==> config.mk <==
export PLATFORM = sky130hd
export DESIGN_NAME = rng_byte_arbiter
export DESIGN_NICKNAME = d
export VERILOG_FILES = /design/src/rtl/rng_byte_arbiter_pkg.sv /design/src/rtl/rng_byte_fifo.sv /design/src/rtl/rng_byte_arbiter.sv
export SDC_FILE = /design/constraint.sdc
export NUM_CORES = 1
export LEC_CHECK = 0
export CORE_ASPECT_RATIO = 0.6
export CORE_UTILIZATION = 60
export CTS_BUF_LIST = sky130_fd_sc_hd__clkbuf_4 sky130_fd_sc_hd__clkbuf_8 sky130_fd_sc_hd__clkbuf_16
export DETAILED_ROUTE_END_ITERATION = 10
export PLACE_DENSITY = 0.87
export SKIP_CTS_REPAIR_TIMING = 1
export SLEW_MARGIN = 30
export SYNTH_ARGS = -nofsm -noshare
export SYNTH_HDL_FRONTEND = slang
export SYNTH_SLANG_ARGS = --single-unit
==> constraint.sdc <==
create_clock -name clk -period 3.5 [get_ports clk]
set_input_delay 0.525 -clock clk [delete_from_list [all_inputs] [get_ports clk]]
set_output_delay 0.525 -clock clk [all_outputs]
set_load 0.02 [all_outputs]
==> src/rtl/rng_byte_arbiter_pkg.sv <==
// Shared constants and types for the PRNG byte arbiter slice.
package rng_byte_arbiter_pkg;

  localparam int unsigned RNG_WORD_W    = 64;
  localparam int unsigned RNG_BUF_BYTES = 16;

  typedef logic [7:0] rng_byte_t;

endpackage

==> src/rtl/rng_byte_fifo.sv <==
// Circular byte buffer: writes a whole PRNG word per push, reads one byte per pop.
module rng_byte_fifo
  import rng_byte_arbiter_pkg::*;
#(
  parameter int unsigned WORD_W    = RNG_WORD_W,
  parameter int unsigned BUF_BYTES = RNG_BUF_BYTES,
  localparam int unsigned LvlW     = $clog2(BUF_BYTES + 1)
) (
  input  logic              clk,
  input  logic              rst_n,
  input  logic              clr_i,
  input  logic              push_i,
  input  logic [WORD_W-1:0] wdata_i,
  input  logic              pop_i,
  output rng_byte_t         head_o,
  output logic [LvlW-1:0]   level_o
);

  localparam int unsigned WordBytes = WORD_W / 8;
  localparam int unsigned PtrW      = $clog2(BUF_BYTES);

  rng_byte_t       mem_q [BUF_BYTES];
  logic [PtrW-1:0] wr_ptr_q, wr_ptr_d;
  logic [PtrW-1:0] rd_ptr_q, rd_ptr_d;
  logic [LvlW-1:0] level_q, level_d;
  rng_byte_t       last_q;
  logic [PtrW-1:0] wr_idx [WordBytes];
  logic            pop_ok;

  // Depth need not be a power of two, so wrap by compare-and-subtract.
  function automatic logic [PtrW-1:0] wrap_add(input logic [PtrW-1:0] ptr,
                                               input int unsigned inc);
    logic [PtrW:0] sum;
    sum = {1'b0, ptr} + (PtrW+1)'(inc);
    if (sum >= (PtrW+1)'(BUF_BYTES)) begin
      sum = sum - (PtrW+1)'(BUF_BYTES);
    end
    return sum[PtrW-1:0];
  endfunction

  always_comb begin
    for (int unsigned k = 0; k < WordBytes; k++) begin
      wr_idx[k] = wrap_add(wr_ptr_q, k);
    end
  end

  assign pop_ok = pop_i && (level_q != '0);

  always_comb begin
    wr_ptr_d = wr_ptr_q;
    rd_ptr_d = rd_ptr_q;
    level_d  = level_q;
    if (clr_i) begin
      wr_ptr_d = '0;
      rd_ptr_d = '0;
      level_d  = '0;
    end else begin
      if (push_i) wr_ptr_d = wrap_add(wr_ptr_q, WordBytes);
      if (pop_ok) rd_ptr_d = wrap_add(rd_ptr_q, 1);
      level_d = level_q + (push_i ? LvlW'(WordBytes) : '0) - (pop_ok ? LvlW'(1) : '0);
    end
  end

  always_ff @(posedge clk) begin
    if (push_i && !clr_i) begin
      for (int unsigned k = 0; k < WordBytes; k++) begin
        mem_q[wr_idx[k]] <= wdata_i[8*k +: 8];
      end
    end
  end

  always_ff @(posedge clk or negedge rst_n) begin
    if (!rst_n) begin
      wr_ptr_q <= '0;
      rd_ptr_q <= '0;
      level_q  <= '0;
      last_q   <= '0;
    end else begin
      wr_ptr_q <= wr_ptr_d;
      rd_ptr_q <= rd_ptr_d;
      level_q  <= level_d;
      last_q   <= head_o;
    end
  end

  // When empty the head byte is meaningless, so present the last shown value.
  assign head_o  = (level_q != '0) ? mem_q[rd_ptr_q] : last_q;
  assign level_o = level_q;

endmodule

==> src/rtl/rng_byte_arbiter.sv <==
// Shares one PRNG word stream among NUM_REQ byte consumers, one byte per cycle, round-robin.
module rng_byte_arbiter
  import rng_byte_arbiter_pkg::*;
#(
  parameter int unsigned NUM_REQ   = 2,
  parameter int unsigned WORD_W    = RNG_WORD_W,
  parameter int unsigned BUF_BYTES = RNG_BUF_BYTES,
  localparam int unsigned LvlW     = $clog2(BUF_BYTES + 1)
) (
  input  logic               clk,
  input  logic               rst_n,
  input  logic               flush_i,
  input  logic               prng_valid_i,
  output logic               prng_ready_o,
  input  logic [WORD_W-1:0]  prng_data_i,
  input  logic [NUM_REQ-1:0] req_i,
  output logic [NUM_REQ-1:0] gnt_o,
  output rng_byte_t          rand_byte_o,
  output logic [LvlW-1:0]    buf_level_o
);

  localparam int unsigned WordBytes = WORD_W / 8;
  localparam int unsigned RrW       = (NUM_REQ > 1) ? $clog2(NUM_REQ) : 1;

  logic [RrW-1:0] rr_ptr_q, rr_ptr_d;
  logic [RrW-1:0] gnt_idx;
  logic [RrW-1:0] cand;
  logic           gnt_any;
  logic           push;

  function automatic logic [RrW-1:0] rr_add(input logic [RrW-1:0] ptr, input int unsigned inc);
    logic [RrW:0] sum;
    sum = {1'b0, ptr} + (RrW+1)'(inc);
    if (sum >= (RrW+1)'(NUM_REQ)) begin
      sum = sum - (RrW+1)'(NUM_REQ);
    end
    return sum[RrW-1:0];
  endfunction

  // First set request at or after rr_ptr, wrapping.
  always_comb begin
    gnt_o   = '0;
    gnt_idx = '0;
    cand    = '0;
    gnt_any = 1'b0;
    if (!flush_i && (buf_level_o != '0)) begin
      for (int unsigned k = 0; k < NUM_REQ; k++) begin
        cand = rr_add(rr_ptr_q, k);
        if (!gnt_any && req_i[cand]) begin
          gnt_any = 1'b1;
          gnt_idx = cand;
        end
      end
    end
    if (gnt_any) gnt_o[gnt_idx] = 1'b1;
  end

  always_comb begin
    rr_ptr_d = rr_ptr_q;
    if (flush_i) begin
      rr_ptr_d = '0;
    end else if (gnt_any) begin
      rr_ptr_d = rr_add(gnt_idx, 1);
    end
  end

  always_ff @(posedge clk or negedge rst_n) begin
    if (!rst_n) begin
      rr_ptr_q <= '0;
    end else begin
      rr_ptr_q <= rr_ptr_d;
    end
  end

  // Only accept a word when all of its bytes fit; never a partial word.
  assign prng_ready_o = !flush_i && (buf_level_o <= LvlW'(BUF_BYTES - WordBytes));
  assign push         = prng_valid_i && prng_ready_o;

  rng_byte_fifo #(
    .WORD_W   (WORD_W),
    .BUF_BYTES(BUF_BYTES)
  ) u_fifo (
    .clk    (clk),
    .rst_n  (rst_n),
    .clr_i  (flush_i),
    .push_i (push),
    .wdata_i(prng_data_i),
    .pop_i  (gnt_any),
    .head_o (rand_byte_o),
    .level_o(buf_level_o)
  );

endmodule

# Yosys cells after proc, flatten, opt, wreduce, memory -nomap -nowiden
# Memory sizes are Yosys's and may differ from the RTL's.
# Cells that the tools add are included.
# W data, S select, Z words.
# word_totals
n_memories	1
ramBits	128
in_bits	70
word_cells	104
register_bits	22
# classes
muxes	41
magnitude_cmp	18
add_sub_neg	26
reduce_logical	13
# memory_table
memory	words	width	read_ports	rd_clocked_by_memory_dff	wr	line_no	text
u_fifo.mem_q	16	8	1	0	8	rng_byte_fifo.sv:22	rng_byte_t mem_q [BUF_BYTES];
# op_table
op	count
$mux W4	15
$ge A5 B5 Y1 const B	9
$sub A4 B1 Y4 const B	10
$mux W1	22
$add A4 B3 Y5 const B	4
$add A4 B1 Y5 const B	2
$add A4 B2 Y5 const B	2
$mux W8	1
$logic_and A1 B1 Y1	7
$lt A1 B2 Y1 const B	3
$reduce_bool A2 Y1	3
$add A4 B4 Y5 const B	1
$add A5 B5 Y5	1
$ge A4 B5 Y1 const B	1
$le A5 B4 Y1 const B	1
$mux W5	1
$reduce_bool A5 Y1	1
$sub A5 B5 Y5	1
$add A1 B1 Y2 const B	2
$ge A2 B2 Y1 const B	2
$sub A1 B1 Y1 const B	3
$ge A1 B2 Y1 const B	1
$logic_not A1 Y1	2
$mux W2	1
other kinds (2)	2

# Longest topological paths before layout
# depth
ltp_word	16
depth_mapped	9

# Cells and area by module
# A second synthesis with hierarchy kept.
# unflattened
hier_cells	469
area_unflattened_um2	7088.0
# modules_own_cells
module	area_per_inst_um2	seq_area_each_um2	n_inst	cells_each
rng_byte_fifo	6957.9	4294.1	1	453
rng_byte_arbiter	130.1	25.0	1	16

# Least setup slack after synthesis
# No wires, ideal clock.
# synth_path
path_type	reg-to-output
from	reg u_fifo.level_q[2], in the netlist u_fifo.level_o[2]
to	out gnt_o[0]
path_stages_with_launch	4
t_arrival_ps	2115
path_slack_ps	860
t_required_ps	2975
path_cell_list	dfrtp_1 -> nor3_1 -> and2_1 -> a2111oi_0
# synth_via
elab_chain_len	8
elab_cells_between_ends	10
cone_classes	order compare: 2; mux: 5; reduce/logical: 3
# synth_rtl
element	line_no	text
start: declaration	rng_byte_fifo.sv:25	logic [LvlW-1:0] level_q, level_d;
start signal: assignment	rng_byte_fifo.sv:81	level_q <= level_d;
$reduce_bool A5 Y1 (*)	rng_byte_arbiter.sv:46	if (!flush_i && (buf_level_o != '0)) begin
$logic_and A1 B1 Y1 (*)	rng_byte_arbiter.sv:46	
$mux W1	rng_byte_arbiter.sv:46	
$lt A1 B2 Y1 (implied by the code) / $ge A1 B1 Y1 (equally long branches)	rng_byte_arbiter.sv:55	if (gnt_any) gnt_o[gnt_idx] = 1'b1;
$logic_and A1 B1 Y1 (implied by the code)	rng_byte_arbiter.sv:55	
$mux W1 (implied by the code)	rng_byte_arbiter.sv:55	
$demux W1 S1	rng_byte_arbiter.sv:55	
$mux W2 (*)	rng_byte_arbiter.sv:55	
end: declaration	rng_byte_arbiter.sv:17	output logic [NUM_REQ-1:0] gnt_o,
# Mark *: on every way between the ends. The rest lies on a longest branch, timed or not.

# Worst setup path in the final report
# layout_path
from	reg u_fifo.rd_ptr_q[0]
to	out rand_byte_o[4]
# layout_via
elab_chain_len	2
# layout_rtl
element	line_no	text
start: declaration	rng_byte_fifo.sv:24	logic [PtrW-1:0] rd_ptr_q, rd_ptr_d;
start signal: assignment	rng_byte_fifo.sv:80	rd_ptr_q <= rd_ptr_d;
$mem_v2 Z16 W8	n/a	
$mux W8	rng_byte_fifo.sv:87	assign head_o = (level_q != '0) ? mem_q[rd_ptr_q] : last_q;
end: declaration	rng_byte_arbiter.sv:18	output rng_byte_t rand_byte_o,
# Every way passes these cells.

==> run_results.csv <==
group,metric,value,unit
status,status,"complete, no violations",
job,maxCapViolations,0,
power,pwr-share-comb,34.4,%
power,fin_total_pwr,6.518,mW
finish,synthToLayoutAreaGrowth,21.04,%
floorplanning,rows,30,
sta,worst_slew_pin_slew,0.7594,ns
yosys,yosys_warnings,0,
power,internal_power,4.532,mW
power,netSwitchingFraction,30.47,%
critical_path,arrival,2.90,ns
yosys,async_flop_share,12.93,%
route,wire_per_inst,24.94,um
route,drt-pass1-iter-count,5,
route,drt_iter0_drc,366,
placed_design,port_buffers,85,
yosys,synth_edf_count,128,
route,drc,0,
clocking,cts_root_buf,"clkbuf_16",
floorplanning,chipHeight,87.50,um
finish,final_common_cell,"edfxtp_1",
finish,final_net_count,598,
grt,grt_pass1_vias,4393,
grt,grt_overflow,0,
grt,grt_max_degree,37,
finish,regArea,4323,um2
power,power.share.sequential,36.7,%
sta,setup_violations,0,
finish,fillCellCount,662,
yosys,synth-main-ff-cell,"edfxtp_1",
clocking,clk_pin_slew,0.06,ns
placed_design,hpwl,11270,um
power,p_sw,1.986,mW
critical_path,crit_path_max_fanout,15,
grt,use_met2,43.92,%
floorplanning,die-area,12640,um2
route,vias,4401,
floorplanning,ioPinCount,86,
yosys,netlist_area,7310,um2
floorplanning,start_util,63.23,%
power,clock_power_share,28.9,%
grt,grt_busiest_layer,"met2",
clocking,cts-buffers-inserted,17,
power,max-vdd-ir-drop,0.4602,mV
worst_hold_path,worstHoldPathType,"input port to asynchronous set/reset pin",
sta,fmax,291.7,MHz
sta,slew_headroom,49.07,%
critical_path,startpoint_type,"flip-flop",
grt,grt_usage,29.56,%
sta,hold_viol,0,
yosys,synth.distinct_cells,38,
floorplanning,die_w,144.5,um
route,viasPerCell,6.341,
yosys,syn-num-nets,535,
critical_path,timing.rr.start,"u_fifo.level_o[2]",
grt,antenna_found_initial,0,
sta,tns,0,ns
yosys,postSynthCellCount,458,
finish,drive_gt1_share,27.72,%
route,ant_nets,0,
power,p_per_area,736.7,nW/um2
critical_path,critPathRequiredTime,2.97,ns
critical_path,worst-setup-path-type,"flip-flop to primary output",
grt,grt.met1_usage,42.26,%
power,p_leak,3.404,nW
yosys,synth-seq-area-share,59.09,%
grt,global_route.usage.met3,6.927,%
clocking,cts.sinks,147,
critical_path,end_kind,"primary output",
route,finalWirelength,17310,um
critical_path,crit_start,"u_fifo.rd_ptr_q[0]",
sta,post-route-period-util,97.96,%
sta,grt_setup_unrepaired,"no",
sta,drv_slew,0,
placed_design,globalplace.congestion,0.8088,
sta,fin_worst_skew,0.008723,ns
finish,layout_common_cells,"128 x edfxtp_1, 84 x clkdlybuf4s50_1, 58 x a21o_1",
clocking,cts_buffer_depth,2,
grt,grt_pass1_wl,25590,um
sta,finalCriticalPeriod,3.429,ns
yosys,synth.avg_cell_area,15.96,um2
yosys,synth_seq_cells,147,
clocking,clkLatencyLatePin,0.43,ns
finish,antenna_cells,0,
finish,multi_input_area,2614,um2
clocking,htreeDepth,4,
clocking,tritoncts,"done",
floorplanning,core-area,11560,um2
## power groups by stage
stage / Combinational (mW) / Clock [mW] / Sequential (mW)
global placement: 2.13 / 0 / 2.39
CTS: 2.23 / 1.89 / 2.38
detailed placement: 2.20 / 0 / 2.41
floorplan: 1.52 / 0 / 2.34
finish: 2.24 / 1.89 / 2.39
global route: 2.37 / 1.96 / 2.41
## final timing paths
check                      slack (ns)  depth (start not counted)            endpoint
max reg2reg                      0.84                          6  u_fifo.mem_q[7][4]
max in group asynchronous        3.02                          1  u_fifo.rd_ptr_q[0]
min reg2reg                      0.52                          1            rr_ptr_q
min in group clk                 0.52                          1            rr_ptr_q
max                              0.07                          5      rand_byte_o[4]
min                              0.07                          1    u_fifo.last_q[5]
## cell usage after synthesis (6+ instances only)
master	instances	area (um2)
nor2_1	17	63.81
ha_1	6	75.07
clkbuf_1	38	142.6
mux2_2	18	202.7
dfrtp_1	19	475.5
buf_2	10	50.05
a221oi_1	8	70.07
mux4_2	32	720.7
o22ai_1	8	50.05
edfxtp_1	128	3844
inv_1	12	45.04
mux2_4	39	585.6
a21o_1	58	435.4
mux2i_1	9	90.09
nor2b_1	9	56.30
## kinds of logic (layout without fill, tap and decap cells)
logic type,after synthesis,in the layout,share of synthesized area [%]
and+or+nand+nor,48,48,3.578
muxes,98,98,21.88
AOI/OAI and AO/OA,81,81,8.422
adders and majority gates,7,7,1.301
xor gates and xnor gates,4,4,0.4794
DFF,147,147,59.09
buffers and inverters,73,149,5.255
## worst max-delay path, stage by stage (launching register included)
cell and delay [ns]:
dfrtp_4 0.62, buf_12 0.22, mux4_2 0.36, o22ai_1 0.08, a221oi_1 0.50, clkdlybuf4s50_1 0.70
## layout make-up
class	instances	area share, %
Timing Repair Buffer	104	11.74
Multi-Input combinational cell	238	29.54
Clock buffer	25	5.911
Tap cell	160	2.263
Clock inverter	7	1.075
Sequential cell	147	48.86
Inverter	13	0.6081
## metrics by stage
step	area, um2	hold WS [ns]	setup slack [ns]	util (%)	std cells
6_report	8847	0.06853	0.07132	76.53	694
5_1_grt	8847	0.1004	0.01086	76.53	694
4_1_cts	8840	0.08081	0.01231	76.46	694
3_5_place_dp	8222	0.4988	0.4881	71.11	662
3_3_place_gp	8227	0.4779	0.5609	71.16	662
2_1_floorplan	7310	0.2294	0.8595	-	458
## per-layer routing
| metal | up-vias | wire length (um) |
|---|---|---|
| li1 | 1879 | - |
| met1 | 2250 | 7423 |
| met2 | 237 | 7802 |
| met3 | 35 | 1647 |
| met4 | 0 | 435 |
| met5 | - | 0 |
## flip-flops by register name (all words and copies together) (netlist names)
| signal | cells |
|---|---|
| rr_ptr_q | 1 |
| u_fifo.last_q | 8 |
| u_fifo.level_o | 5 |
| u_fifo.mem_q | 128 |
| u_fifo.rd_ptr_q | 4 |
| u_fifo.wr_ptr_q | 1 |
Note: power is estimated with default switching activity, not from simulation.
